File: src/rtl/input_debouncer.sv
// input_debouncer
// Per-bit two-flop synchronizer followed by a STABLE/PENDING debounce FSM.
// Each bit must show the same new level on the synchronized input for
// DEBOUNCE_CYCLES consecutive evaluations before clean_out follows it.
// A registered `changed` strobe marks any accepted flip.
// Optional feature macro: INPUT_DEBOUNCER_EDGE_EN adds registered per-bit
// rise/fall strobes; without it rise and fall are constant 0.
module input_debouncer #(
    parameter int WIDTH           = 4,
    parameter int DEBOUNCE_CYCLES = 50000,
    parameter int CNT_BITS        = 16
) (
    input  logic             clk,
    input  logic             reset,
    input  logic [WIDTH-1:0] raw_in,
    output logic [WIDTH-1:0] clean_out,
    output logic             changed,
    output logic [WIDTH-1:0] rise,
    output logic [WIDTH-1:0] fall
);

    // Count value at which a still-mismatching bit is accepted.
    localparam logic [CNT_BITS-1:0] CNT_LAST = CNT_BITS'(DEBOUNCE_CYCLES - 1);

    typedef enum logic {
        STABLE  = 1'b0,
        PENDING = 1'b1
    } state_t;

    logic [WIDTH-1:0] sync1_reg;
    logic [WIDTH-1:0] sync2_reg;
    logic [WIDTH-1:0] clean_reg;
    logic [WIDTH-1:0] toggle;
    logic             changed_reg;

    // Two-flop synchronizer for the asynchronous pad levels.
    always_ff @(posedge clk) begin
        if (reset) begin
            sync1_reg <= '0;
            sync2_reg <= '0;
        end else begin
            sync1_reg <= raw_in;
            sync2_reg <= sync2_next(sync1_reg);
        end
    end

    function automatic logic [WIDTH-1:0] sync2_next(input logic [WIDTH-1:0] s1);
        return s1;
    endfunction

    genvar gi;
    generate
        for (gi = 0; gi < WIDTH; gi++) begin : g_bit
            state_t              state_reg;
            logic [CNT_BITS-1:0] cnt_reg;
            logic                clean_bit_reg;
            logic                mismatch;

            assign mismatch = sync2_reg[gi] ^ clean_bit_reg;
            // cnt is 0 whenever the bit is STABLE, so this also covers the
            // DEBOUNCE_CYCLES == 1 case where the first mismatch flips directly.
            assign toggle[gi]    = mismatch && (cnt_reg == CNT_LAST);
            assign clean_reg[gi] = clean_bit_reg;

            // Debounce FSM: count consecutive mismatches, flip on the last one.
            always_ff @(posedge clk) begin
                if (reset) begin
                    state_reg     <= STABLE;
                    cnt_reg       <= '0;
                    clean_bit_reg <= 1'b0;
                end else begin
                    case (state_reg)
                        STABLE: begin
                            if (toggle[gi]) begin
                                clean_bit_reg <= ~clean_bit_reg;
                                cnt_reg       <= '0;
                            end else if (mismatch) begin
                                state_reg <= PENDING;
                                cnt_reg   <= CNT_BITS'(1);
                            end
                        end
                        PENDING: begin
                            if (!mismatch) begin
                                state_reg <= STABLE;
                                cnt_reg   <= '0;
                            end else if (toggle[gi]) begin
                                clean_bit_reg <= ~clean_bit_reg;
                                state_reg     <= STABLE;
                                cnt_reg       <= '0;
                            end else begin
                                cnt_reg <= cnt_reg + CNT_BITS'(1);
                            end
                        end
                        default: begin
                            state_reg <= STABLE;
                            cnt_reg   <= '0;
                        end
                    endcase
                end
            end
        end
    endgenerate

    // One pulse per edge on which any bit flipped, aligned with the new level.
    always_ff @(posedge clk) begin
        if (reset) begin
            changed_reg <= 1'b0;
        end else begin
            changed_reg <= |toggle;
        end
    end

    assign clean_out = clean_reg;
    assign changed   = changed_reg;

`ifdef INPUT_DEBOUNCER_EDGE_EN
    logic [WIDTH-1:0] rise_reg;
    logic [WIDTH-1:0] fall_reg;

    // Direction of each flip, judged from the level before it toggles.
    always_ff @(posedge clk) begin
        if (reset) begin
            rise_reg <= '0;
            fall_reg <= '0;
        end else begin
            rise_reg <= toggle & ~clean_reg;
            fall_reg <= toggle & clean_reg;
        end
    end

    assign rise = rise_reg;
    assign fall = fall_reg;
`else
    assign rise = '0;
    assign fall = '0;
`endif

endmodule

File: config.mk
export PLATFORM = sky130hd
export DESIGN_NAME = input_debouncer
export DESIGN_NICKNAME = d
export VERILOG_FILES = /design/src/rtl/input_debouncer.sv
export SDC_FILE = /design/constraint.sdc
export NUM_CORES = 1
export LEC_CHECK = 0
export CAP_MARGIN = 20
export CORE_AREA = 3 3 134 110
export CTS_BUF_LIST = sky130_fd_sc_hd__clkbuf_4 sky130_fd_sc_hd__clkbuf_8 sky130_fd_sc_hd__clkbuf_16
export DETAILED_ROUTE_END_ITERATION = 8
export DIE_AREA = 0 0 137 113
export GPL_TIMING_DRIVEN = 0
export PLACE_DENSITY = 0.46
export SLEW_MARGIN = 20
export SYNTH_ARGS = -nofsm -noshare
export SYNTH_HDL_FRONTEND = slang
export SYNTH_SLANG_ARGS = --single-unit
File: constraint.sdc
create_clock -name clk -period 2.4 [get_ports clk]
set_input_delay 0.24 -clock clk [delete_from_list [all_inputs] [get_ports clk]]
set_output_delay 0.24 -clock clk [all_outputs]
set_load 0.02 [all_outputs]
# After elaboration in Yosys (flattened, before gate mapping)
# Cells that the tools add are included.
[word_totals] regBits=81 elab_cells=100 inputBits=6 out_inout_bits=13
[op_classes] n_mux=52 add_sub_neg=4 bitwise=12 n_eq_ne=12 n_reduce_logical=5
[ops] cell="$mux W16" count=16
[ops] cell="$pmux W16 S2" count=4
[ops] cell="$add A16 B1 Y16 const B" count=4
[ops] cell="$eq A16 B16 Y1 const B" count=4
[ops] cell="$mux W1" count=24
[ops] cell="$pmux W1 S2" count=8
[ops] cell="$ne A3 B3 Y1 const B" count=4
[ops] cell="$ne A2 B1 Y1 const B" count=4
[ops] cell="$not A1 Y1" count=8
[ops] cell="$logic_and A1 B1 Y1" count=4
[ops] cell="$reduce_or A4 Y1" count=1
[ops] cell="$xor A1 B1 Y1" count=4

# Depth between registers and ports, before layout
# Gate-level depths: netlist of the first run.
[logic_depth] word_depth=5 mapped_depth=8 ltp_nobuf=6

# Worst setup path before layout of the first run
# OpenSTA, ideal clock, no wires.
[synth_timing] kind="register to register" startpoint="register g_bit[3].cnt_reg[0]" endpoint="register g_bit[3].cnt_reg[12]" setup_time_ns=0.074 period_less_slack_ns=2.020 t_required_ns=2.326 n_path_buf=2 arrival_time_ns=1.946 setup_slack_ns=0.380 path_stages_with_launch=9 path_cell_list="dfxtp_1 ha_1 and3_1 and4_1 buf_2 or3_1 clkbuf_1 or3_1 o21ai_0"
[synth_between] elab_chain_cells=5 word_cells_on_any_way=8 classes_between="1 x add/sub; 2 x eq/ne; 4 x mux; 1 x reduce/logical"
[synth_rtl] item="start: declaration" line="55" source="logic [CNT_BITS-1:0] cnt_reg;"
[synth_rtl] item="start signal: assignment" line="91" source="cnt_reg <= cnt_reg + CNT_BITS'(1);"
[synth_rtl] item="parallel branches: the longest is 5 deep, another holds $add A16 B1 Y16"
# Parallel ways; which one is timed is not known.
# A chain may end at the register's enable or synchronous reset.

# Worst setup path in the final report of the first run
[layout_timing] startpoint="register g_bit[2].cnt_reg[7]" endpoint="register g_bit[2].cnt_reg[8]"
[layout_between] elab_chain_cells=5 word_cells_on_any_way=8 classes_between="1 x add/sub; 2 x eq/ne; 4 x mux; 1 x reduce/logical"
[layout_rtl] item="start: declaration" line="55"
[layout_rtl] item="start signal: assignment" line="91"
[layout_rtl] item="parallel branches: the longest is 5 deep, another holds $add A16 B1 Y16"
# Parallel ways; which one is timed is not known.

==> run metrics, run 1 <==
Slew HR=0.348; Final Non-Filler Cells=between 700 and 800; Cell Area, Placed=~0.0044 mm²; Crit Path Max Fanout=10; num rows=38; final core utilization=0.349; Synth Area in Compound Gates=0.185; Fin. Hold Viols=0; Reg clk slew, reported paths=roughly 0.06 ns; max FFs per register=64; worst reg2reg startpoint=g_bit[2].cnt_reg[7]; max frequency=0.443 GHz; maxcap violations=0; critical path required time=between 2 and 3 ns; Area Growth Syn to Fin=17.0%; Die Height=~110 µm; post-route setup TNS=0 ns; fillers=1432; worst-case reg-to-reg path depth=5; Synth Register Bits=81; CP endpoint=g_bit[2].cnt_reg[8]; initial drt markers=roughly 280; worst min path class=flip-flop to flip-flop; synth warn=0; Clk Latency, worst-skew pair=around 0.33 ns; first-pass GRT wire length=approximately 17000 µm; wire per inst=approximately 14 µm; Final period util=0.941; xor/xnor share of the synthesized area=0.0217; input/output buffers=10; Detail Route Antenna Nets=0; H-tree depth=3; Slowest cell on crit path=nor4_4; Post-DP HPWL=6690 µm; post-layout minimum cycle time=around 2.3 ns; die area=~0.015 mm²; Longest Clk Path Bufs=2; GRT Util Overall=0.133; placed cells=~700; multi-input combinational cell area=0.00226 mm²; vias in the first global route=3399; CP Launch Point=g_bit[2].cnt_reg[7]; CP Class=flip-flop to flip-flop; # IOs=19; Leak=about 1.5 nW; Post-Synth Simple-Gate Area=0.311; Syn Area/Cell=~8.0 µm²; fin area=roughly 0.0047 mm²; Critical Path Start Type=flip-flop; Seq/Total Area, Yosys=0.402; area of all sequential standard cells=0.00162 mm²; worst path arrival time=approximately 2.5 ns; RR Endpoint=g_bit[2].cnt_reg[8]; count of final max-slew check failures=0; Synth async-reset ratio=0; Final setup viols=0; Die Width=137 µm; drc violations=0; RSZ-0062 raised after global routing=no; proportion of layout cells with a drive suffix above 1=0.0919; TritonCTS clock tree=done; gpl congestion=0.811; CTS buffer count=9; Synth Area in Adders=0.0124; Netlist cell types=56; Root Driver=clkbuf_16; Via Count=approximately 3700; crit end category=flip-flop; Worst Tran Pin Value=around 0.97 ns; PwrDens=613 mW/mm²; largest family of logic cells by synthesized area=simple AND/OR/NAND/NOR gates; Commonest cells post-synth=dfxtp_1, nand2_1, nor2_1; Clock Skew=0.00522 ns; first-pass iteration count of the detailed router=4; Main synth FF type=dfxtp_1; Placeable Area=around 0.014 mm²; Design Power=approximately 2.9 mW; worst-path cell chain=or4b_4 -> nor4_4 -> nor2_4 -> buf_6 -> a22o_1; worst reg2reg setup slack=~0.14 ns; critical path's largest stage delay=0.62 ns; Initial Util=0.299; post-synth top area share=0.402; post-synth design cell area=0.00403 mm²; number of synthesized flops with an enable pin=0; antenna violations before repair=0; Max IR drop VDD=between 0.0003 and 0.0004 V; status=complete, no violations; Antenna Cells=0; top cell type by total area after synthesis=dfxtp_1; mux contribution to synthesized area=0.0149; gr ovfl total=0; main area contributors after synthesis=dfxtp_1, nand2_1, o21ai_0; nets=539; largest net degree at the start of global routing=14; routed wire length=around 9700 µm; clock sinks=a little over 80; routed vias/inst=slightly above 5; leading cell type by number of instances after synthesis=dfxtp_1; Mapped Cells=about 500
[cell type report]
class,instances,area share
timing repair buffer,10,0.0212
tap,180,0.0477
inverter,15,0.0119
buffer,25,0.0324
multi-input combinational,387,0.478
clock inverter,4,0.0111
clock buffer,11,0.0536
sequential,81,0.344
[metrics by stage]
stage,setup slack [ns],hold WS [ns]
finish,0.143,0.437
global route,0.0142,0.463
CTS,0.0442,0.442
detailed placement,-0.0428,0.428
global placement,-0.0483,0.419
floorplan,0.380,0.368
[worst min path at each step]
stage	start	endpoint	slack [ns]	cells past startpoint
3_3_place_gp	sync1_reg[1]	sync2_reg[1]	0.42	1
5_1_grt	raw_in[2]	sync1_reg[2]	0.46	2
3_5_place_dp	sync1_reg[3]	sync2_reg[3]	0.43	1
6_report	sync1_reg[3]	sync2_reg[3]	0.44	1
2_1_floorplan	raw_in[0]	sync1_reg[0]	0.37	1
4_1_cts	raw_in[3]	sync1_reg[3]	0.44	2
[power breakdown]
group | switching (mW) | total [mW] | internal, mW
clock | 0.557 | 1.41 | 0.857
sequential | 0.0111 | 1.37 | 1.36
combinational | 0.0718 | 0.111 | 0.0395
total | 0.640 | 2.89 | 2.25
[placed cells by master (no fill, tap or decap), types with 10 or more instances in the layout]
cell / netlist / layout
dfxtp_1: 81 / 81
nand2_1: 62 / 62
nor2_1: 44 / 44
o21ai_0: 36 / 36
a21oi_1: 33 / 33
nand3_1: 32 / 32
a31oi_1: 28 / 28
nor3_1: 19 / 18
inv_1: 15 / 15
nand4_1: 14 / 14
buf_4: 12 / 12
clkdlybuf4s50_1: 0 / 10
[timing repair]
item                                   in CTS  in global routing
hold buffers                                0                  0
setup buffers                               0                  0
gates resized for setup                     0                  4
setup endpoints to repair                   0                 21
endpoints found under the hold margin       0                  0
[logic make-up after synthesis]
logic type,Yosys count
XOR/XNOR,10
adder cells (fa/ha/maj),4
AND/OR/NAND/NOR,236
buffers and inverters,41
flip-flops,81
multiplexers,6
other,1
AO/OA/AOI/OAI,123
[critical path, delay by kind of cell (launching register included)]
| family | cells | cell delay [ns] |
|---|---|---|
| flip-flops | 1 | 0.38 |
| AO/OA/AOI/OAI | 1 | 0.21 |
| buffers and inverters | 1 | 0.19 |
| AND/OR/NAND/NOR | 3 | 1.36 |
[per-layer routing]
metal | wire (µm) | track usage | up-vias
li1 | - | - | 1873
met1 | 5180 | 0.196 | 1727
met2 | 4060 | 0.192 | 56
met3 | 336 | 0.0333 | 9
met4 | 124 | 0.0372 | 0
met5 | 0 | 0 | -
Note: power is estimated with default switching activity, not from simulation.
==> run 2: changes to the inputs <==
Settings changed: CAP_MARGIN 20 to not set, CTS_CLUSTER_DIAMETER set to 80.
==> results of run 2 <==
Same layout as run 1: the final DEF is identical, and so are final timing and power.
==> run 3: changes to the inputs <==
Settings changed: SETUP_SLACK_MARGIN set to 0.3.
==> run metrics, run 3 (synthesis results as in run 1) <==
CP bufs+invs=1; gpl congestion=0.811; hold_sp=sync1_reg[3]; Antenna Cells=0; Detail Route Antenna Nets=0; CP most frequent cell=a31oi_1; worst reg2reg startpoint=g_bit[1].cnt_reg[7]; Crit Path Max Fanout=8; Worst Tran Pin Value=1.08 ns; Clock Skew=between 0.006 and 0.007 ns; Die Width=approximately 140 µm; input/output buffers=10; vias in the first global route=between 3000 and 4000; largest net degree at the start of global routing=14; Post-DP HPWL=6690 µm; initial drt markers=roughly 270; proportion of layout cells with a drive suffix above 1=0.156; commonest non-fill, non-tap cells in the layout=dfxtp_1, nand2_1, nor2_1; # IOs=19; clock share of power=0.487; gr ovfl total=0; H-tree depth=3; wire per inst=about 14 µm; DP Worst Slack=-0.0428 ns; Max IR drop VDD=around 0.0004 V; combinational share of power=0.041; worst min path class=flip-flop to flip-flop; Longest Clk Path Bufs=2; final core utilization=0.369; nets=roughly 560; commonest non-fill, non-tap cell in the layout=dfxtp_1; placed cells=699; Die Height=about 110 µm; Critical Path Start Type=flip-flop; post-layout minimum cycle time=just over 2 ns; first-pass GRT wire length=16900 µm; Placeable Area=0.0135 mm²; CP Class=flip-flop to flip-flop; Design Power=2.90 mW; first-pass iteration count of the detailed router=5; worst path arrival time=about 2.3 ns; Seq pwr share=0.473; Reg clk slew, reported paths=0.06 ns; Clk Latency, worst-skew pair=between 0.3 and 0.4 ns; Area Growth Syn to Fin=23.6%; sw frac=0.221; Initial Util=0.299; Internal Power=about 2.3 mW; die area=0.0155 mm²; Via Count=between 3000 and 4000; Final Non-Filler Cells=730; CTS buffer count=9; count of final max-slew check failures=0; Sw Pwr=0.641 mW; critical path's largest stage delay=between 0.5 and 0.6 ns; routed vias/inst=just over 5; Root Driver=clkbuf_16; Post-CTS Hold Buffers=0; status=complete, no violations; max frequency=about 0.49 GHz; worst-path cell chain=or4b_4 -> o41ai_4 -> nor3b_4 -> buf_2 -> a31oi_1 -> a31oi_1; Slowest cell on crit path=or4b_4; clock sinks=81; Leak=1.67 nW; CP Launch Point=g_bit[1].cnt_reg[7]; max FFs per register=64; fin worst setup slack=~0.36 ns; Slew HR=0.272; Final setup viols=0; PwrDens=~580 mW/mm²; GRT Util Overall=0.133; antenna violations before repair=0; CP top delay family=simple AND/OR/NAND/NOR gates; critical path required time=about 2.6 ns; num rows=38; Fin. Hold Viols=0; Final period util=0.851; drc violations=0; crit end category=flip-flop; RSZ-0062 raised after global routing=no; routed wire length=about 9900 µm; TritonCTS clock tree=done; maxcap violations=0
run 3: metal layers:
metal	routed length, µm	GRT usage	share of wire
met2	4230	0.193	0.43
met3	372	0.0333	0.038
met4	120	0.0372	0.012
met5	0	0	0
met1	5190	0.195	0.52
run 3: layout make-up:
cell class	count	area (µm²)
multi-input cells	387	2340
fillers	1410	8520
clock buffers	11	253
flip-flops and latches	81	1630
well taps	180	225
plain buffers	26	195
inverters	15	56.3
repair buffers	26	230
clock inverters	4	52.6
run 3: repair_timing:
action / CTS / global route
pin swaps: 1 / 6
buffers inserted: 3 / 12
cloned: 0 / 1
resized for setup: 14 / 29
setup endpoints to repair: 44 / 51
run 3: per-stage QoR:
stage,instance area (µm²),setup TNS (ns),hold WS (ns)
global placement,4390,-0.185,0.419
CTS,4770,0,0.442
floorplan,4060,0,0.368
global route,4990,0,0.463
finish,4990,0,0.437
detailed placement,4390,-0.208,0.428
run 3: path summary, 6_finish.rpt:
path	slack (ns)	end	cells after the start
min	0.44	sync2_reg[3]	1
min reg2reg	0.44	sync2_reg[3]	1
max reg2reg	0.36	g_bit[1].cnt_reg[11]	6
max	0.36	g_bit[1].cnt_reg[11]	6
run 3: worst register-to-register path: stages, from the launching register on:
cell and delay, ns:
dfxtp_1 0.34, or4b_4 0.57, o41ai_4 0.44, nor3b_4 0.14, buf_2 0.21, a31oi_1 0.16
a31oi_1 0.06
run 3: power by group through the flow:
stage / combinational, mW / clock, mW / sequential (mW)
2_1_floorplan: 0.0780 / 0 / 1.40
3_3_place_gp: 0.111 / 0 / 1.40
3_5_place_dp: 0.110 / 0 / 1.40
4_1_cts: 0.113 / 1.45 / 1.37
5_1_grt: 0.132 / 1.51 / 1.37
6_report: 0.118 / 1.41 / 1.37
